### src/rtl/trng_vn_sampler.sv
// Ring-oscillator entropy sampler: sync, divided strobe, von Neumann debias, RCT health test, byte packer.
// Latency: a byte is presented one clk after the strobe that completes it; health_fail one clk after the tripping strobe.
// Backpressure: single-entry output register; a byte completed while it is still full is dropped and flags overflow.
module trng_vn_sampler #(
    parameter int SAMPLE_DIV = 4,
    parameter int RCT_LIMIT  = 32
) (
    input  logic       clk,
    input  logic       rst_n,
    input  logic       ro_in,
    input  logic       enable,
    output logic [7:0] out_data,
    output logic       out_valid,
    input  logic       out_ready,
    output logic       health_fail,
    output logic       overflow
);

    localparam int DIV_W = (SAMPLE_DIV > 2) ? $clog2(SAMPLE_DIV) : 1;
    localparam int RUN_W = $clog2(RCT_LIMIT + 1);

    localparam logic [DIV_W-1:0] DIV_LAST  = DIV_W'(SAMPLE_DIV - 1);
    localparam logic [RUN_W-1:0] RUN_LIMIT = RUN_W'(RCT_LIMIT);
    localparam logic [RUN_W-1:0] RUN_ONE   = RUN_W'(1);

    typedef enum logic [1:0] {
        ST_IDLE   = 2'd0,
        ST_PAIR_A = 2'd1,
        ST_PAIR_B = 2'd2
    } state_t;

    logic             ro_meta;
    logic             ro_sync;
    logic [DIV_W-1:0] div_cnt;
    logic             strobe;
    logic             enable_q;
    logic             enable_fall;

    state_t           state_q;
    state_t           state_d;
    logic             latch_a;
    logic             pair_done;
    logic             a_q;

    logic             push_vld;
    logic             push_bit;
    logic [6:0]       shift_q;
    logic [2:0]       bit_cnt;
    logic             byte_done;
    logic [7:0]       byte_dat;
    logic             out_load;
    logic             out_drop;

    logic [RUN_W-1:0] run_q;
    logic [RUN_W-1:0] run_d;
    logic             prev_q;
    logic             rct_trip;

    // ro_in is asynchronous to clk; nothing downstream may look at it directly.
    always_ff @(posedge clk or negedge rst_n) begin
        if (!rst_n) begin
            ro_meta <= 1'b0;
            ro_sync <= 1'b0;
        end else begin
            ro_meta <= ro_in;
            ro_sync <= ro_meta;
        end
    end

    always_ff @(posedge clk or negedge rst_n) begin
        if (!rst_n) begin
            div_cnt <= '0;
        end else if (!enable || strobe) begin
            div_cnt <= '0;
        end else begin
            div_cnt <= div_cnt + DIV_W'(1);
        end
    end

    assign strobe = enable && (div_cnt == DIV_LAST);

    always_ff @(posedge clk or negedge rst_n) begin
        if (!rst_n) begin
            enable_q <= 1'b0;
        end else begin
            enable_q <= enable;
        end
    end

    assign enable_fall = enable_q && !enable;

    // Pairing FSM: state register.
    always_ff @(posedge clk or negedge rst_n) begin
        if (!rst_n) begin
            state_q <= ST_IDLE;
        end else begin
            state_q <= state_d;
        end
    end

    // Pairing FSM: next state.
    always_comb begin
        state_d = state_q;
        if (!enable) begin
            state_d = ST_IDLE;
        end else begin
            case (state_q)
                ST_IDLE:   state_d = ST_PAIR_A;
                ST_PAIR_A: if (strobe) state_d = ST_PAIR_B;
                ST_PAIR_B: if (strobe) state_d = ST_PAIR_A;
                default:   state_d = ST_IDLE;
            endcase
        end
    end

    // Pairing FSM: outputs. Equal pairs carry bias and are discarded.
    always_comb begin
        latch_a   = 1'b0;
        pair_done = 1'b0;
        case (state_q)
            ST_PAIR_A: latch_a   = strobe;
            ST_PAIR_B: pair_done = strobe;
            default: ;
        endcase
    end

    assign push_vld = pair_done && (a_q != ro_sync) && !health_fail;
    assign push_bit = a_q;

    always_ff @(posedge clk or negedge rst_n) begin
        if (!rst_n) begin
            a_q <= 1'b0;
        end else if (latch_a) begin
            a_q <= ro_sync;
        end
    end

    assign byte_done = push_vld && (bit_cnt == 3'd7);
    assign byte_dat  = {shift_q, push_bit};

    always_ff @(posedge clk or negedge rst_n) begin
        if (!rst_n) begin
            shift_q <= '0;
            bit_cnt <= '0;
        end else if (!enable || byte_done) begin
            shift_q <= '0;
            bit_cnt <= '0;
        end else if (push_vld) begin
            shift_q <= {shift_q[5:0], push_bit};
            bit_cnt <= bit_cnt + 3'd1;
        end
    end

    // A slot freed by a same-cycle handshake can take the new byte.
    assign out_load = byte_done && (!out_valid || out_ready);
    assign out_drop = byte_done && out_valid && !out_ready;

    always_ff @(posedge clk or negedge rst_n) begin
        if (!rst_n) begin
            out_data  <= '0;
            out_valid <= 1'b0;
        end else if (out_load) begin
            out_data  <= byte_dat;
            out_valid <= 1'b1;
        end else if (out_ready) begin
            out_valid <= 1'b0;
        end
    end

    always_ff @(posedge clk or negedge rst_n) begin
        if (!rst_n) begin
            overflow <= 1'b0;
        end else if (enable_fall) begin
            overflow <= 1'b0;
        end else if (out_drop) begin
            overflow <= 1'b1;
        end
    end

    // Run length of identical raw samples; zero means no previous sample this session.
    always_comb begin
        run_d = run_q;
        if (!enable) begin
            run_d = '0;
        end else if (strobe) begin
            if ((run_q != '0) && (ro_sync == prev_q)) begin
                run_d = (run_q == RUN_LIMIT) ? run_q : run_q + RUN_W'(1);
            end else begin
                run_d = RUN_ONE;
            end
        end
    end

    assign rct_trip = strobe && (run_d == RUN_LIMIT);

    always_ff @(posedge clk or negedge rst_n) begin
        if (!rst_n) begin
            run_q  <= '0;
            prev_q <= 1'b0;
        end else begin
            run_q <= run_d;
            if (strobe) begin
                prev_q <= ro_sync;
            end
        end
    end

    always_ff @(posedge clk or negedge rst_n) begin
        if (!rst_n) begin
            health_fail <= 1'b0;
        end else if (enable_fall) begin
            health_fail <= 1'b0;
        end else if (rct_trip) begin
            health_fail <= 1'b1;
        end
    end

endmodule

### config.mk
export PLATFORM = sky130hd
export DESIGN_NAME = trng_vn_sampler
export DESIGN_NICKNAME = d
export VERILOG_FILES = /design/src/rtl/trng_vn_sampler.sv
export SDC_FILE = /design/constraint.sdc
export NUM_CORES = 1
export LEC_CHECK = 0
export CAP_MARGIN = 30
export CORE_UTILIZATION = 60
export DETAILED_ROUTE_END_ITERATION = 10
export PLACE_DENSITY = 0.94
export SYNTH_ARGS = -nofsm -noshare
export SYNTH_HDL_FRONTEND = slang
export SYNTH_SLANG_ARGS = --single-unit
### constraint.sdc
create_clock -name clk -period 3.95 [get_ports clk]
set_input_delay 1.185 -clock clk [delete_from_list [all_inputs] [get_ports clk]]
set_output_delay 1.185 -clock clk [all_outputs]
set_load 0.005 [all_outputs]
==> impl_metrics.ini, run 1 <==
[status]
status = completed

[setup_path]
crit_buf_inv = 1
required_ps = 4220
worstPathArrival_ps = 3100
cp-start-kind = input pin
crit_family = simple AND/OR/NAND/NOR gates
path_class = input pin to flip-flop
max_stage_delay_ps = 570
cp_max_fo = 9
end_kind = flip-flop
slowest_stage = clkdlybuf4s50_1
r2r-end = shift_q[0]
r2r_cells = 5
rr_startpoint = div_cnt[0]
crit_chain = clkdlybuf4s50_1, and2_1, and4_1, nor3b_2, a22o_1
reg2reg_slack_ps = 1770

[synthesis]
synth_nets = 151
seq_area_frac_synth_pct = 54.42
syn_inst = 141
yosysWarningCount = 0
netlist_area_um2 = 1655
ys_ff_latch = 36
yosysTopAreaCellShare_pct = 54.42
syn_area_per_cell_um2 = 11.74
ys.flop_type = dfrtp_1
ys_top_cells_by_area = dfrtp_1 (54%), mux2_2 (6.8%), a22o_1 (4.8%)
synth_area_leader_cell = dfrtp_1
synthArstFlopShare_pct = 100.0
ys_types = 39
synth_edf_count = 0

[place]
dp.cells = 183
dp_hpwl_um = 2179
gpl.final_weighted_congestion = 0.8789
io_buffers = 15
placed_cell_area_um2 = 1827
post-place-ws_ps = 767.8

[worst_hold_path]
min_to = ro_sync
hold-path-cell-count = 0
hold_class = flip-flop to flip-flop
hold_path.startpoint = ro_meta

[drt]
drt_iter0_markers = 14
wirelength_um = 3262
viasPerCell = 6.295
firstDrtPassIters = 4
wl_met2_um = 1559
avgRoutedWirePerCell_um = 17.17
antenna_left = 0
vias = 1196
post-route-drc-count = 0
top_layer = met4
wl_met3_um = 212
drt-met1-wl_um = 1419

[sta]
holdWs_ps = 368.3
tightest_slew_ps = 616.1
fin_crit_sh_pct = 71.54
slew_violations = 0
fin_worst_skew_ps = 14.74
finalSetupViolations = 0
max_freq_mhz = 353.9
setup_ws_ps = 1124
fin_tns_setup_ps = 0
rsz0062_at_grt = no
slew_headroom_pct = 58.63
period_minus_slack_ps = 2826
finalHoldViolations = 0

[floorplan]
rows = 18
die_height_um = 54.53
die_w_um = 54.53
io_pins = 16
core_area_um2 = 2545
dieArea_um2 = 2973
initial_utilization_pct = 65.04

[run]
cap_viol_max_count = 0

[global_route]
grt_pass1_wl_um = 5030
antenna_found_initial = 0
grt_pass1_vias = 1079
gr-total-overflow = 0
track_usage_pct = 25.69
grt_max_degree = 37

[final_layout]
fillCellCount = 167
fin_cells = 190
final_cell_mix = dfrtp_1 (36), clkdlybuf4s50_1 (15), nand2_1 (10), mux2_2 (10)
antennaDiodeCount = 0
fin_nets = 170
layout-drive-gt1-share_pct = 14.37
final_cell_area_um2 = 1873
synthToLayoutAreaGrowth_pct = 13.15
mostFrequentLayoutCell = dfrtp_1

[clock_network]
post_cts_resized = 0
cts_buffer_depth = 2
cts_root_buffer = clkbuf_4
cts_htree_levels = 2
cts.sinks = 36
cts_hold_buffers = 0
cts_tree = built
cts.clk_slew.worst_paths_ps = 90
cts_setup_buffers = 0
clock_latency_ps = 340
cts_buffers = 5

[pwr]
peakVddDrop_uv = 299.8
leakage_nw = 0.8584
p_per_area_nw_per_um2 = 349.3
-- synth_stat cells (2+ instances only) --
master    instances
a21oi_1           9
and3_1            2
clkbuf_1          2
a31oi_1           3
nor3_1            2
xor2_1            3
a22o_1            9
inv_1             6
ha_1              5
nand3_1           4
xnor2_1           2
o21ai_0           4
dfrtp_1          36
or3_1             2
mux2_2           10
nand2_1          10
nand3b_1          3
nor2_1            6
nand2b_1          3
-- worst max-delay path by stage --
stage,slack (ps),startpoint,endpoint,depth (start not counted)
after floorplan,1640,enable,bit_cnt[1],5
after global placement,900,enable,shift_q[2],5
after detailed placement,770,enable,bit_cnt[2],5
after CTS,1130,enable,shift_q[0],5
after global routing,980,enable,shift_q[4],5
final,1120,enable,shift_q[0],5
-- stage by stage --
| step | total power [mW] | util, % |
|---|---|---|
| floorplan | 0.4494 | - |
| global placement | 0.4732 | 71.78 |
| detailed placement | 0.4795 | 71.78 |
| CTS | 0.6617 | 73.60 |
| global route | 0.6835 | 73.60 |
| finish | 0.6542 | 73.60 |
-- power breakdown --
group / leakage (nW) / total [mW] / switching [mW] / internal [mW]
Combinational: 0.341 / 0.0766 / 0.0475 / 0.0291
Sequential: 0.489 / 0.398 / 0.0149 / 0.383
Clock: 0.0281 / 0.180 / 0.114 / 0.0655
Total: 0.858 / 0.654 / 0.177 / 0.477
-- registers in the layout, summed over array words and instances (netlist names) --
register,count
div_cnt,2
out_data,8
shift_q,7
run_q,6
overflow,1
bit_cnt,3
prev_q,1
ro_meta,1
enable_q,1
a_q,1
state_q,2
ro_sync,1
out_valid,1
health_fail,1
-- area by class of cell --
type | count | area (um2) | share of cell area, %
Multi-Input combinational cell | 95 | 708.2 | 37.81
Inverter | 6 | 22.52 | 1.202
Tap cell | 30 | 37.54 | 2.004
Timing Repair Buffer | 16 | 157.7 | 8.417
Clock inverter | 1 | 5.005 | 0.2672
Sequential cell | 36 | 900.9 | 48.10
Clock buffer | 6 | 41.29 | 2.204
-- per-layer routing --
layer / track usage [%] / vias to the layer above
met5: 0 / -
met4: 11.11 / 0
met3: 9.722 / 10
met2: 38.21 / 47
met1: 33.52 / 586
li1: - / 553
-- worst register-to-register path: stages, from the launching register on --
cell and delay, ps:
dfrtp_1 360, ha_1 390, and2_1 270, and4_1 360, nor3b_2 540, a22o_1 210
-- kinds of logic (layout without fill, tap and decap cells) --
logic type | count (synthesis) | after routing | share of synthesized area (%)
xor+xnor | 5 | 5 | 2.646
compound gates | 33 | 33 | 14.29
simple gates | 41 | 41 | 14.66
flops | 36 | 36 | 54.42
fa+ha+maj | 5 | 5 | 3.779
mux | 11 | 11 | 7.408
buf+inv | 10 | 29 | 2.796
No activity file was read; power rests on OpenSTA's default activity.
==> inputs of run 2 (changes only) <==
--- a/config.mk
+++ b/config.mk
@@ -6,9 +6,9 @@
 export NUM_CORES = 1
 export LEC_CHECK = 0
 export CAP_MARGIN = 30
-export CORE_UTILIZATION = 60
+export CORE_UTILIZATION = 50
 export DETAILED_ROUTE_END_ITERATION = 10
-export PLACE_DENSITY = 0.94
+export PLACE_DENSITY = 0.85
 export SYNTH_ARGS = -nofsm -noshare
 export SYNTH_HDL_FRONTEND = slang
 export SYNTH_SLANG_ARGS = --single-unit
==> constraint.sdc (replaced) <==
create_clock -name clk -period 2.4 [get_ports clk]
set_input_delay 0.72 -clock clk [delete_from_list [all_inputs] [get_ports clk]]
set_output_delay 0.72 -clock clk [all_outputs]
set_load 0.005 [all_outputs]
==> impl_metrics.ini, run 2 (synthesis gave the netlist of run 1 again) <==
[drt]
drt_iter0_markers = 45
viasPerCell = 5.762
wl_met3_um = 190
wirelength_um = 3074
firstDrtPassIters = 4
vias = 1210
post-route-drc-count = 0
avgRoutedWirePerCell_um = 14.64
wl_met2_um = 1477
top_layer = met4
drt-met1-wl_um = 1379
antenna_left = 0

[setup_path]
slowest_stage = dfrtp_1
reg2reg_slack_ps = 380
crit_buf_inv = 1
end_kind = flip-flop
path_class = flip-flop to flip-flop
crit_chain = inv_1, ha_1, or4b_4, a211o_1, o41ai_2
cp_max_fo = 10
required_ps = 2650
max_stage_delay_ps = 500
crit_family = compound AO/OA/AOI/OAI gates
worstPathArrival_ps = 2270
cp-start-kind = flip-flop

[final_layout]
final_core_util_pct = 63.23
final_cell_mix = dfrtp_1 (36), clkdlybuf4s50_1 (15), nand2_1 (10), mux2_2 (10)
mostFrequentLayoutCell = dfrtp_1
fin_cells = 210
layout-drive-gt1-share_pct = 18.07
fillCellCount = 267
synthToLayoutAreaGrowth_pct = 18.52
reg_top3 = out_data: 8 flops, shift_q: 7 flops, run_q: 6 flops
antennaDiodeCount = 0
largest_reg_flops = 8
fin_nets = 175
regMostFlops = out_data

[clock_network]
cts.sinks = 36
cts_setup_buffers = 0
clock_latency_ps = 350
cts_root_buffer = clkbuf_4
cts_hold_buffers = 0
cts_tree = built
post_cts_resized = 0
cts_htree_levels = 2
cts_buffer_depth = 2
cts.clk_slew.worst_paths_ps = 110
cts_buffers = 5

[global_route]
gr-total-overflow = 0
grt_pass1_wl_um = 5278
antenna_found_initial = 0
grt_max_degree = 37
track_usage_pct = 20.92
grt_pass1_vias = 1194

[floorplan]
io_pins = 16
die_height_um = 59.54
dieArea_um2 = 3545
core_area_um2 = 3103
initial_utilization_pct = 53.35
die_w_um = 59.54
rows = 20

[sta]
holdWs_ps = 358.6
finalSetupViolations = 0
slew_violations = 0
tightest_slew_ps = 589.4
slew_headroom_pct = 60.56
rsz0062_at_grt = no
fin_crit_sh_pct = 84.03
finalHoldViolations = 0
max_freq_mhz = 495.9
fin_tns_setup_ps = 0
fin_worst_skew_ps = 14.79
period_minus_slack_ps = 2017

[worst_hold_path]
hold_class = flip-flop to flip-flop

[status]
status = completed

[pwr]
peakVddDrop_uv = 306.5
p_per_area_nw_per_um2 = 615.0
leakage_nw = 0.8974

[run]
cap_viol_max_count = 0

[place]
dp.cells = 202
dp_hpwl_um = 2178
io_buffers = 15
gpl.final_weighted_congestion = 0.8140
## run 2: cell count changes in the layout (fill, tap and decap cells not counted)
| cell | change |
|---|---|
| buf_4 | +5 |
| bufinv_16 | +1 |
| clkinvlp_4 | +1 |
| clkbuf_1 | -1 |
## run 2: final timing paths
check                                   end      from  depth (start not counted)
worst max register to register  health_fail  run_q[0]                          5
worst max-delay path            health_fail  run_q[0]                          5
max in group asynchronous          run_q[0]     rst_n                          2
worst min register to register      ro_sync   ro_meta                          0
worst min-delay path                ro_sync   ro_meta                          0
min in group asynchronous        bit_cnt[1]     rst_n                          2
## run 2: power breakdown
group	internal, mW	switching [mW]	total (mW)
logic	0.0514	0.0764	0.128
registers	0.630	0.0266	0.657
clock network	0.217	0.205	0.422
## run 2: per-layer routing
| layer | track usage (%) | vias to the layer above |
|---|---|---|
| met3 | 7.205 | 4 |
| met1 | 26.68 | 601 |
| met5 | 0 | - |
| met2 | 32.10 | 43 |
| li1 | - | 562 |
| met4 | 9.635 | 0 |
## run 2: area by class of cell
type | instances | area (um2) | share of cell area, %
clock inverter | 3 | 42.54 | 2.168
inverter | 6 | 22.52 | 1.148
sequential | 36 | 900.9 | 45.92
multi-input combinational | 95 | 708.2 | 36.10
tap | 44 | 55.05 | 2.806
timing repair buffer | 21 | 195.2 | 9.949
clock buffer | 5 | 37.54 | 1.913
## run 2: through the flow
step | total power [mW] | area [um2] | setup WS, ps
after global placement | 0.7848 | 1882 | 85.23
after global routing | 1.266 | 1962 | 256.7
after detailed placement | 0.7943 | 1882 | 32.72
final | 1.207 | 1962 | 383.3
after CTS | 1.221 | 1962 | 416.2
after floorplan | 0.7397 | 1655 | 555.2
==> inputs of run 3 (changes only) <==
==> constraint.sdc (replaced) <==
create_clock -name clk -period 1.8 [get_ports clk]
set_input_delay 0.54 -clock clk [delete_from_list [all_inputs] [get_ports clk]]
set_output_delay 0.54 -clock clk [all_outputs]
set_load 0.005 [all_outputs]
==> impl_metrics.ini, run 3 (synthesis gave the netlist of run 1 again) <==
[clock_network]
cts.sinks = 36
cts_buffers = 5
cts_buffer_depth = 2
cts.clk_slew.worst_paths_ps = 100
clock_latency_ps = 340
cts_htree_levels = 2
cts_hold_buffers = 0
cts_tree = built
cts_root_buffer = clkbuf_4

[pwr]
combPwrFrac_pct = 13.0
p_seq_share_pct = 52.9
p_per_area_nw_per_um2 = 770.8
p_sw_uw = 420.2
p_int_mw = 1.230
pwr-share-clk_pct = 34.1
total_power_mw = 1.650
power_switching_share_pct = 25.47
peakVddDrop_uv = 747.6
leakage_nw = 1.110

[floorplan]
dieArea_um2 = 3545
initial_utilization_pct = 53.35
rows = 20
die_w_um = 59.54
io_pins = 16
die_height_um = 59.54
core_area_um2 = 3103

[final_layout]
final_core_util_pct = 68.99
largest_reg_flops = 8
final_cell_area_um2 = 2141
regMostFlops = out_data
reg_top3 = out_data: 8 flops, shift_q: 7 flops, run_q: 6 flops
synthToLayoutAreaGrowth_pct = 29.33
layout-drive-gt1-share_pct = 28.73
final_cell_mix = dfrtp_1 (36), buf_4 (20), nand2_1 (10), mux2_2 (10), a22o_1 (9)
antennaDiodeCount = 0
mostFrequentLayoutCell = dfrtp_1
fin_nets = 190

[drt]
post-route-drc-count = 0
firstDrtPassIters = 4
vias = 1237
avgRoutedWirePerCell_um = 15.00
viasPerCell = 5.498
antenna_left = 0
wirelength_um = 3374
drt_iter0_markers = 66

[sta]
period_minus_slack_ps = 1793
setup_ws_ps = 6.780
max_freq_mhz = 557.7
slew_headroom_pct = 69.60
rsz0062_at_grt = yes
fin_worst_skew_ps = 13.61
finalSetupViolations = 0
fin_crit_sh_pct = 99.62
tightest_slew_ps = 449.7
fin_tns_setup_ps = 0
finalHoldViolations = 0
slew_violations = 0

[setup_path]
cp_max_fo = 4
path_class = flip-flop to flip-flop
r2r-end = health_fail
worstPathArrival_ps = 2030
slowest_stage = or4b_4
cp-start-kind = flip-flop
r2r_cells = 6
reg2reg_slack_ps = 7
required_ps = 2040
max_stage_delay_ps = 500
end_kind = flip-flop
crit_chain = inv_2, ha_2, or4b_4, a21oi_2, a31oi_1, o41ai_2
rr_startpoint = run_q[1]

[run]
cap_viol_max_count = 0

[global_route]
grt_max_degree = 37
gr-total-overflow = 0
grt_pass1_vias = 1262
antenna_found_initial = 0
grt_pass1_wl_um = 5816
track_usage_pct = 22.99

[place]
dp_hpwl_um = 2342
gpl.final_weighted_congestion = 0.8318
io_buffers = 15
placed_cell_area_um2 = 1977
post-place-ws_ps = -419.6

[worst_hold_path]
hold_path.startpoint = ro_meta
hold-path-cell-count = 0
min_to = ro_sync
hold_class = flip-flop to flip-flop

[status]
status = completed
-- run 3: power groups by stage --
| stage | Sequential, mW | Combinational [mW] | Clock, mW |
|---|---|---|---|
| 6_report | 0.872 | 0.215 | 0.563 |
| 2_1_floorplan | 0.882 | 0.105 | 0 |
| 3_5_place_dp | 0.888 | 0.203 | 0 |
| 5_1_grt | 0.879 | 0.240 | 0.623 |
| 3_3_place_gp | 0.884 | 0.195 | 0 |
| 4_1_cts | 0.873 | 0.213 | 0.574 |
-- run 3: area by class of cell --
| class | instances | area (um2) |
|---|---|---|
| clock inverter | 3 | 42.54 |
| inverter | 6 | 22.52 |
| sequential | 36 | 900.9 |
| fill | 230 | 962.2 |
| tap | 44 | 55.05 |
| clock buffer | 5 | 37.54 |
| timing repair buffer | 36 | 337.8 |
| multi-input combinational | 95 | 744.5 |
-- run 3: repair_timing --
item | in CTS | in global routing
endpoints found under the setup margin | 18 | 26
resized for setup | 5 | 13
pin swaps | 4 | 0
buffers inserted | 4 | 0
hold endpoints to repair | 0 | 0
-- run 3: worst max-delay path by stage --
stage	start	endpoint	slack, ps	cells past startpoint
after floorplan	run_q[0]	health_fail	20	5
after global placement	enable	out_data[2]	-330	5
after detailed placement	enable	out_data[6]	-420	5
after CTS	enable	out_data[6]	-30	5
after global routing	run_q[0]	health_fail	-80	5
final	run_q[1]	health_fail	7	6
-- run 3: worst max-delay path, delay by kind of cell, from the launching register on --
| kind | cells | cell delay (ps) |
|---|---|---|
| adder cells (fa/ha/maj) | 1 | 180 |
| AND/OR/NAND/NOR | 1 | 500 |
| AO/OA/AOI/OAI | 3 | 520 |
| flip-flops | 1 | 420 |
| buffers and inverters | 1 | 70 |
-- run 3: per-layer routing --
layer / wire [um] / part of all wire (%) / GRT usage [%] / vias to the layer above
met5: 0 / 0 / 0 / -
met4: 41 / 1.2 / 9.302 / 0
met3: 169 / 5.0 / 7.205 / 6
met2: 1628 / 48 / 34.35 / 36
met1: 1534 / 45 / 31.11 / 602
li1: - / - / - / 593
-- run 3: metrics by stage --
| stage | hold WS (ps) | std cells |
|---|---|---|
| 2_1_floorplan | 244.4 | 141 |
| 3_3_place_gp | 339.2 | 213 |
| 3_5_place_dp | 347.7 | 213 |
| 4_1_cts | 373.3 | 225 |
| 5_1_grt | 375.9 | 225 |
| 6_report | 367.5 | 225 |
